## config.mk

```make
export PLATFORM = sky130hd
export DESIGN_NAME = snake_body_walker
export DESIGN_NICKNAME = d
export VERILOG_FILES = /design/src/rtl/snake_body_walker.sv
export SDC_FILE = /design/constraint.sdc
export NUM_CORES = 1
export LEC_CHECK = 0
export ABC_AREA = 1
export CORE_ASPECT_RATIO = 0.75
export CORE_MARGIN = 5
export CORE_UTILIZATION = 23
export DETAILED_ROUTE_END_ITERATION = 6
export SETUP_SLACK_MARGIN = 0.1
export SYNTH_ARGS = -nofsm -noshare
export SYNTH_HDL_FRONTEND = slang
export SYNTH_SLANG_ARGS = --single-unit
```

## constraint.sdc

```tcl
create_clock -name clk -period 1.6 [get_ports clk]
set_input_delay 0.32 -clock clk [delete_from_list [all_inputs] [get_ports clk]]
set_output_delay 0.32 -clock clk [all_outputs]
set_load 0.005 [all_outputs]
```

## src/rtl/snake_body_walker.sv

```systemverilog
// Walks the recirculating snake body from tail to head, tracking a cursor and
// flagging a query-cell collision. Optional macro: SNAKE_WRAP_EN (grid-bound wrap).
module snake_body_walker #(
  parameter int unsigned WIDTH  = 2,
  parameter int unsigned DEPTH  = 234,
  parameter int unsigned GRID_W = 18,
  parameter int unsigned GRID_H = 13,
  parameter int unsigned X_W    = 5,
  parameter int unsigned Y_W    = 4,
  parameter int unsigned LEN_W  = 8
) (
  input  logic             clk,
  input  logic             rst_n,
  input  logic             start,
  input  logic [X_W-1:0]   tail_x,
  input  logic [Y_W-1:0]   tail_y,
  input  logic [LEN_W-1:0] length,
  input  logic [X_W-1:0]   query_x,
  input  logic [Y_W-1:0]   query_y,
  input  logic [WIDTH-1:0] seg_dir,
  output logic             shift_en,
  output logic             busy,
  output logic             done,
  output logic             hit,
  output logic [X_W-1:0]   end_x,
  output logic [Y_W-1:0]   end_y
);

  localparam int unsigned CNT_W = $clog2(DEPTH);
  localparam logic [WIDTH-1:0] DIR_PX = WIDTH'(0);
  localparam logic [WIDTH-1:0] DIR_PY = WIDTH'(1);
  localparam logic [WIDTH-1:0] DIR_NX = WIDTH'(2);
  localparam logic [WIDTH-1:0] DIR_NY = WIDTH'(3);

  typedef enum logic [1:0] {S_IDLE, S_SKIP, S_WALK, S_DONE} state_t;

  state_t             state_q, state_d;
  logic [CNT_W-1:0]   cnt_q, cnt_d;
  logic [CNT_W-1:0]   skip_q, skip_d;
  logic [X_W-1:0]     cur_x_q, cur_x_d, qx_q, qx_d, end_x_d, nxt_x;
  logic [Y_W-1:0]     cur_y_q, cur_y_d, qy_q, qy_d, end_y_d, nxt_y;
  logic               hit_d, busy_d, shift_d, done_d;
  logic [31:0]        len_eff;

  // One cursor step along x or y for a direction code
  function automatic logic [X_W-1:0] step_x(input logic [X_W-1:0] x, input logic [WIDTH-1:0] d);
    logic [X_W-1:0] r;
    r = x;
`ifdef SNAKE_WRAP_EN
    if (d == DIR_PX)      r = (x == X_W'(GRID_W - 1)) ? '0 : x + 1'b1;
    else if (d == DIR_NX) r = (x == '0) ? X_W'(GRID_W - 1) : x - 1'b1;
`else
    if (d == DIR_PX)      r = x + 1'b1;
    else if (d == DIR_NX) r = x - 1'b1;
`endif
    return r;
  endfunction

  function automatic logic [Y_W-1:0] step_y(input logic [Y_W-1:0] y, input logic [WIDTH-1:0] d);
    logic [Y_W-1:0] r;
    r = y;
`ifdef SNAKE_WRAP_EN
    if (d == DIR_PY)      r = (y == Y_W'(GRID_H - 1)) ? '0 : y + 1'b1;
    else if (d == DIR_NY) r = (y == '0) ? Y_W'(GRID_H - 1) : y - 1'b1;
`else
    if (d == DIR_PY)      r = y + 1'b1;
    else if (d == DIR_NY) r = y - 1'b1;
`endif
    return r;
  endfunction

  assign nxt_x   = step_x(cur_x_q, seg_dir);
  assign nxt_y   = step_y(cur_y_q, seg_dir);
  assign len_eff = (32'(length) >= DEPTH) ? DEPTH : 32'(length);

  // Next-state and registered-output logic; outputs reflect the upcoming state
  always_comb begin
    state_d = state_q;
    cnt_d   = cnt_q;
    skip_d  = skip_q;
    cur_x_d = cur_x_q;
    cur_y_d = cur_y_q;
    qx_d    = qx_q;
    qy_d    = qy_q;
    hit_d   = hit;
    end_x_d = end_x;
    end_y_d = end_y;
    busy_d  = 1'b0;
    shift_d = 1'b0;
    done_d  = 1'b0;
    unique case (state_q)
      S_IDLE: begin
        if (start) begin
          skip_d  = CNT_W'(DEPTH - len_eff);
          cur_x_d = tail_x;
          cur_y_d = tail_y;
          qx_d    = query_x;
          qy_d    = query_y;
          hit_d   = 1'b0;
          cnt_d   = '0;
          busy_d  = 1'b1;
          shift_d = 1'b1;
          state_d = (len_eff < DEPTH) ? S_SKIP : S_WALK;
        end
      end
      S_SKIP: begin
        cnt_d = cnt_q + 1'b1;
        // An empty body skips every slot and finishes straight from here
        if (cnt_q == CNT_W'(DEPTH - 1)) begin
          end_x_d = cur_x_q;
          end_y_d = cur_y_q;
          done_d  = 1'b1;
          state_d = S_DONE;
        end else begin
          busy_d  = 1'b1;
          shift_d = 1'b1;
          if (cnt_q == skip_q - 1'b1) state_d = S_WALK;
        end
      end
      S_WALK: begin
        cnt_d   = cnt_q + 1'b1;
        cur_x_d = nxt_x;
        cur_y_d = nxt_y;
        if (cur_x_q == qx_q && cur_y_q == qy_q) hit_d = 1'b1;
        if (cnt_q == CNT_W'(DEPTH - 1)) begin
          end_x_d = nxt_x;
          end_y_d = nxt_y;
          done_d  = 1'b1;
          state_d = S_DONE;
        end else begin
          busy_d  = 1'b1;
          shift_d = 1'b1;
        end
      end
      S_DONE: state_d = S_IDLE;
      default: state_d = S_IDLE;
    endcase
  end

  always_ff @(posedge clk or negedge rst_n) begin
    if (!rst_n) begin
      state_q  <= S_IDLE;
      cnt_q    <= '0;
      skip_q   <= '0;
      cur_x_q  <= '0;
      cur_y_q  <= '0;
      qx_q     <= '0;
      qy_q     <= '0;
      hit      <= 1'b0;
      end_x    <= '0;
      end_y    <= '0;
      busy     <= 1'b0;
      shift_en <= 1'b0;
      done     <= 1'b0;
    end else begin
      state_q  <= state_d;
      cnt_q    <= cnt_d;
      skip_q   <= skip_d;
      cur_x_q  <= cur_x_d;
      cur_y_q  <= cur_y_d;
      qx_q     <= qx_d;
      qy_q     <= qy_d;
      hit      <= hit_d;
      end_x    <= end_x_d;
      end_y    <= end_y_d;
      busy     <= busy_d;
      shift_en <= shift_d;
      done     <= done_d;
    end
  end

endmodule

```

==> key figures <==
Global route
  – Pin count of the biggest net entering global routing: 19
  – Global route total overflow: 0
  – Vias in the first global route: 2910
  – First-pass GRT wire length: 14.1 mm
  – Antenna violations before repair: 0
  – Gr usage total: 0.112

Drt
  – Detail Route Antenna Nets: 0
  – DR WL/cell: 12.9 µm
  – Vias per cell: 4.40
  – DRT Pass-1 Iters: 4
  – Routed vias: 2993
  – Initial drt markers: 135
  – Final wirelength: 8.77 mm
  – Drt drc: 0

Clock tree
  – Worst skew pair latency: 0.29 ns
  – TritonCTS clock tree: done
  – H-tree depth: 2
  – Clk Tree Root Cell: clkbuf_16
  – Clk buf depth: 2
  – Clock slew at reported path FFs: 0.06 ns
  – Num CTS Buffers: 5
  – Sink Count: 48

Critical path
  – RR Startpoint: cnt_q[1]
  – Critical Path RT: 1.78 ns
  – Worst Path Class, Setup: reg2reg
  – R2R depth: 8
  – Worst reg-to-reg setup slack: -0.03 ns
  – Reg2Reg Capture Point: end_x[4]
  – Crit end category: flip-flop
  – Crit Path Max Fanout: 5
  – Arr. time, crit path: 1.81 ns
  – Setup crit start kind: flip-flop

Place
  – IO Port Bufs: 43
  – HPWL Detailed: 6.50 mm
  – RD Place Congestion: 0.832
  – Dpl ws: -0.321 ns

Power and ir drop
  – PD cells: 1440 nW/µm²
  – Sw power: 0.00282 W
  – Flop pwr share: 0.311
  – Maximum vdd ir drop: 0.000600 V
  – Comb pwr share: 0.539
  – Cell internal pwr: 0.00390 W
  – PnR Total Power: 0.00671 W
  – Leak: 2.24 nW
  – Clock Power Share: 0.150
  – Sw frac: 0.419

Worst hold path
  – Worst Min Path Start: end_x[0]
  – Hold crit path type: reg2reg
  – Hold Crit Depth: 2
  – Hold Path Sink: end_x[0]

STA
  – RSZ-0062 raised after global routing: yes
  – Finish-stage setup viols: 5
  – Fin crit period: 1.63 ns
  – Setup TNS: -0.113 ns
  – Slew Viols, Final: 0
  – FMAX: 0.614 GHz
  – Final hold vios: 0
  – Skew final: 0.00353 ns
  – Relative slew slack: 0.711
  – Part of the cycle the worst path needs: 1.02
  – Final setup margin: -0.0295 ns
  – Slew @ Worst Pin: 0.434 ns

Die
  – Die Area: 15700 µm²
  – Core ar.: 13000 µm²
  – Ports: 44
  – Die X: 143 µm
  – Initial Util: 0.235
  – Num rows: 36
  – Die height: 110 µm

Layout
  – Share of layout cells above drive strength 1: 0.299
  – P&R area growth vs syn: 53.0%
  – # diodes: 0
  – Fin nets: 552
  – Most frequent cells in the layout: nand2_1, buf_4, dfrtp_1, nand3_1, inv_1
  – Commonest non-fill, non-tap cell in the layout: nand2_1

Yosys
  – Distinct cells, synth: 41
  – Post-Synthesis Cell Area: 3060 µm²
  – Main area contributors after synthesis: dfrtp_1, nand2_1, nand3_1, ha_1, inv_1
  – Post-Synthesis Cells: 400
  – Area leader, netlist: dfrtp_1
  – Synth top area share: 0.393
  – Register bit total from synthesis: 48
  – Synth Warn #: 0
  – Seq/Total Area, Yosys: 0.393
  – Synth Area per Inst: 7.64 µm²
  – Syn Nets: 443

Job
  – Max_cap viols: 0

Status
  – Failing checks: setup timing
  – Status: finished with violations
critical path, stage by stage (launching register included):
cell and delay, ns:
dfrtp_1 0.40, inv_2 0.09, ha_4 0.13, nand3_2 0.06, nand3b_4 0.21, a21oi_4 0.27, clkinv_4 0.16, a21oi_2 0.13
a2bb2oi_1 0.07
how the worst max path moves through the flow:
stage	endpoint	slack [ns]	from
after global placement	state_q[0]	-0.24	length[6]
after global routing	state_q[1]	-0.14	skip_q[1]
final	end_x[4]	-0.03	cnt_q[1]
after detailed placement	end_x[4]	-0.32	seg_dir[0]
after CTS	state_q[1]	0.02	skip_q[1]
after floorplan	cnt_q[6]	0.03	state_q[0]
area by class of cell:
cell class,count,area (µm²)
clock inverters,1,5.00
repair buffers,112,1050
fillers,1304,8340
well taps,171,214
flip-flops and latches,48,1200
inverters,44,175
multi-input cells,297,1890
clock buffers,6,129
repair inverters,1,6.26
cells by family after synthesis:
family,Yosys count,share of synthesized area
AO/OA/AOI/OAI,66,0.139
XOR/XNOR,14,0.0401
adder cells (fa/ha/maj),12,0.0491
buffers and inverters,55,0.0729
flip-flops,48,0.393
multiplexers,2,0.00655
AND/OR/NAND/NOR,203,0.300
sequential cells by signal, summed over array words and instances, names as in the netlist:
register  flops
end_y         4
hit           1
skip_q        8
cnt_q         8
done          1
end_x         5
qx_q          5
qy_q          4
cur_y_q       4
state_q       2
busy          1
cur_x_q       5
synthesized netlist by cell type (all sizes together):
library cell  count
nand3b            2
nor3              5
inv              44
o21ai            19
or2               3
o31ai             2
a22oi             2
a21oi            22
o211ai            8
nor3b             1
buf               5
o21a              1
dfrtp            48
and3              1
clkbuf            6
nand2           123
o221ai            1
ha               12
xnor2             5
nor2             27
nand4             7
xor2              9
o22ai             2
nand3            33
a31oi             2
nor4              1
a2bb2oi           7
mux2i             2
timing repair:
action	4_1_cts	5_1_grt
cloned	1	1
pin swaps	10	23
buffers inserted	7	14
endpoints found under the setup margin	36	39
endpoints found under the hold margin	14	0
hold buffers	1	0
resized for setup	36	72
per-layer routing:
layer | vias up | global-route usage | part of all wire
met5 | - | 0 | 0
met4 | 0 | 0.0326 | 0.018
met3 | 9 | 0.0226 | 0.044
met2 | 57 | 0.168 | 0.43
met1 | 1385 | 0.162 | 0.51
li1 | 1542 | - | -
metrics by stage:
step | utilization | area (µm²) | std cells | hold slack [ns]
floorplan | - | 3070 | 400 | 0.0244
global placement | 0.310 | 4040 | 649 | 0.283
detailed placement | 0.310 | 4040 | 649 | 0.298
CTS | 0.331 | 4310 | 665 | 0.483
global route | 0.359 | 4680 | 680 | 0.503
finish | 0.359 | 4680 | 680 | 0.475
power by group through the flow:
stage / registers [W] / clock network (W) / logic, W
after global placement: 0.00206 / 0 / 0.00284
after CTS: 0.00207 / 0.00104 / 0.00305
after floorplan: 0.00191 / 0 / 0.00202
after detailed placement: 0.00207 / 0 / 0.00289
final: 0.00209 / 0.00101 / 0.00362
after global routing: 0.00216 / 0.00108 / 0.00402
(Power assumes the default switching activity.)
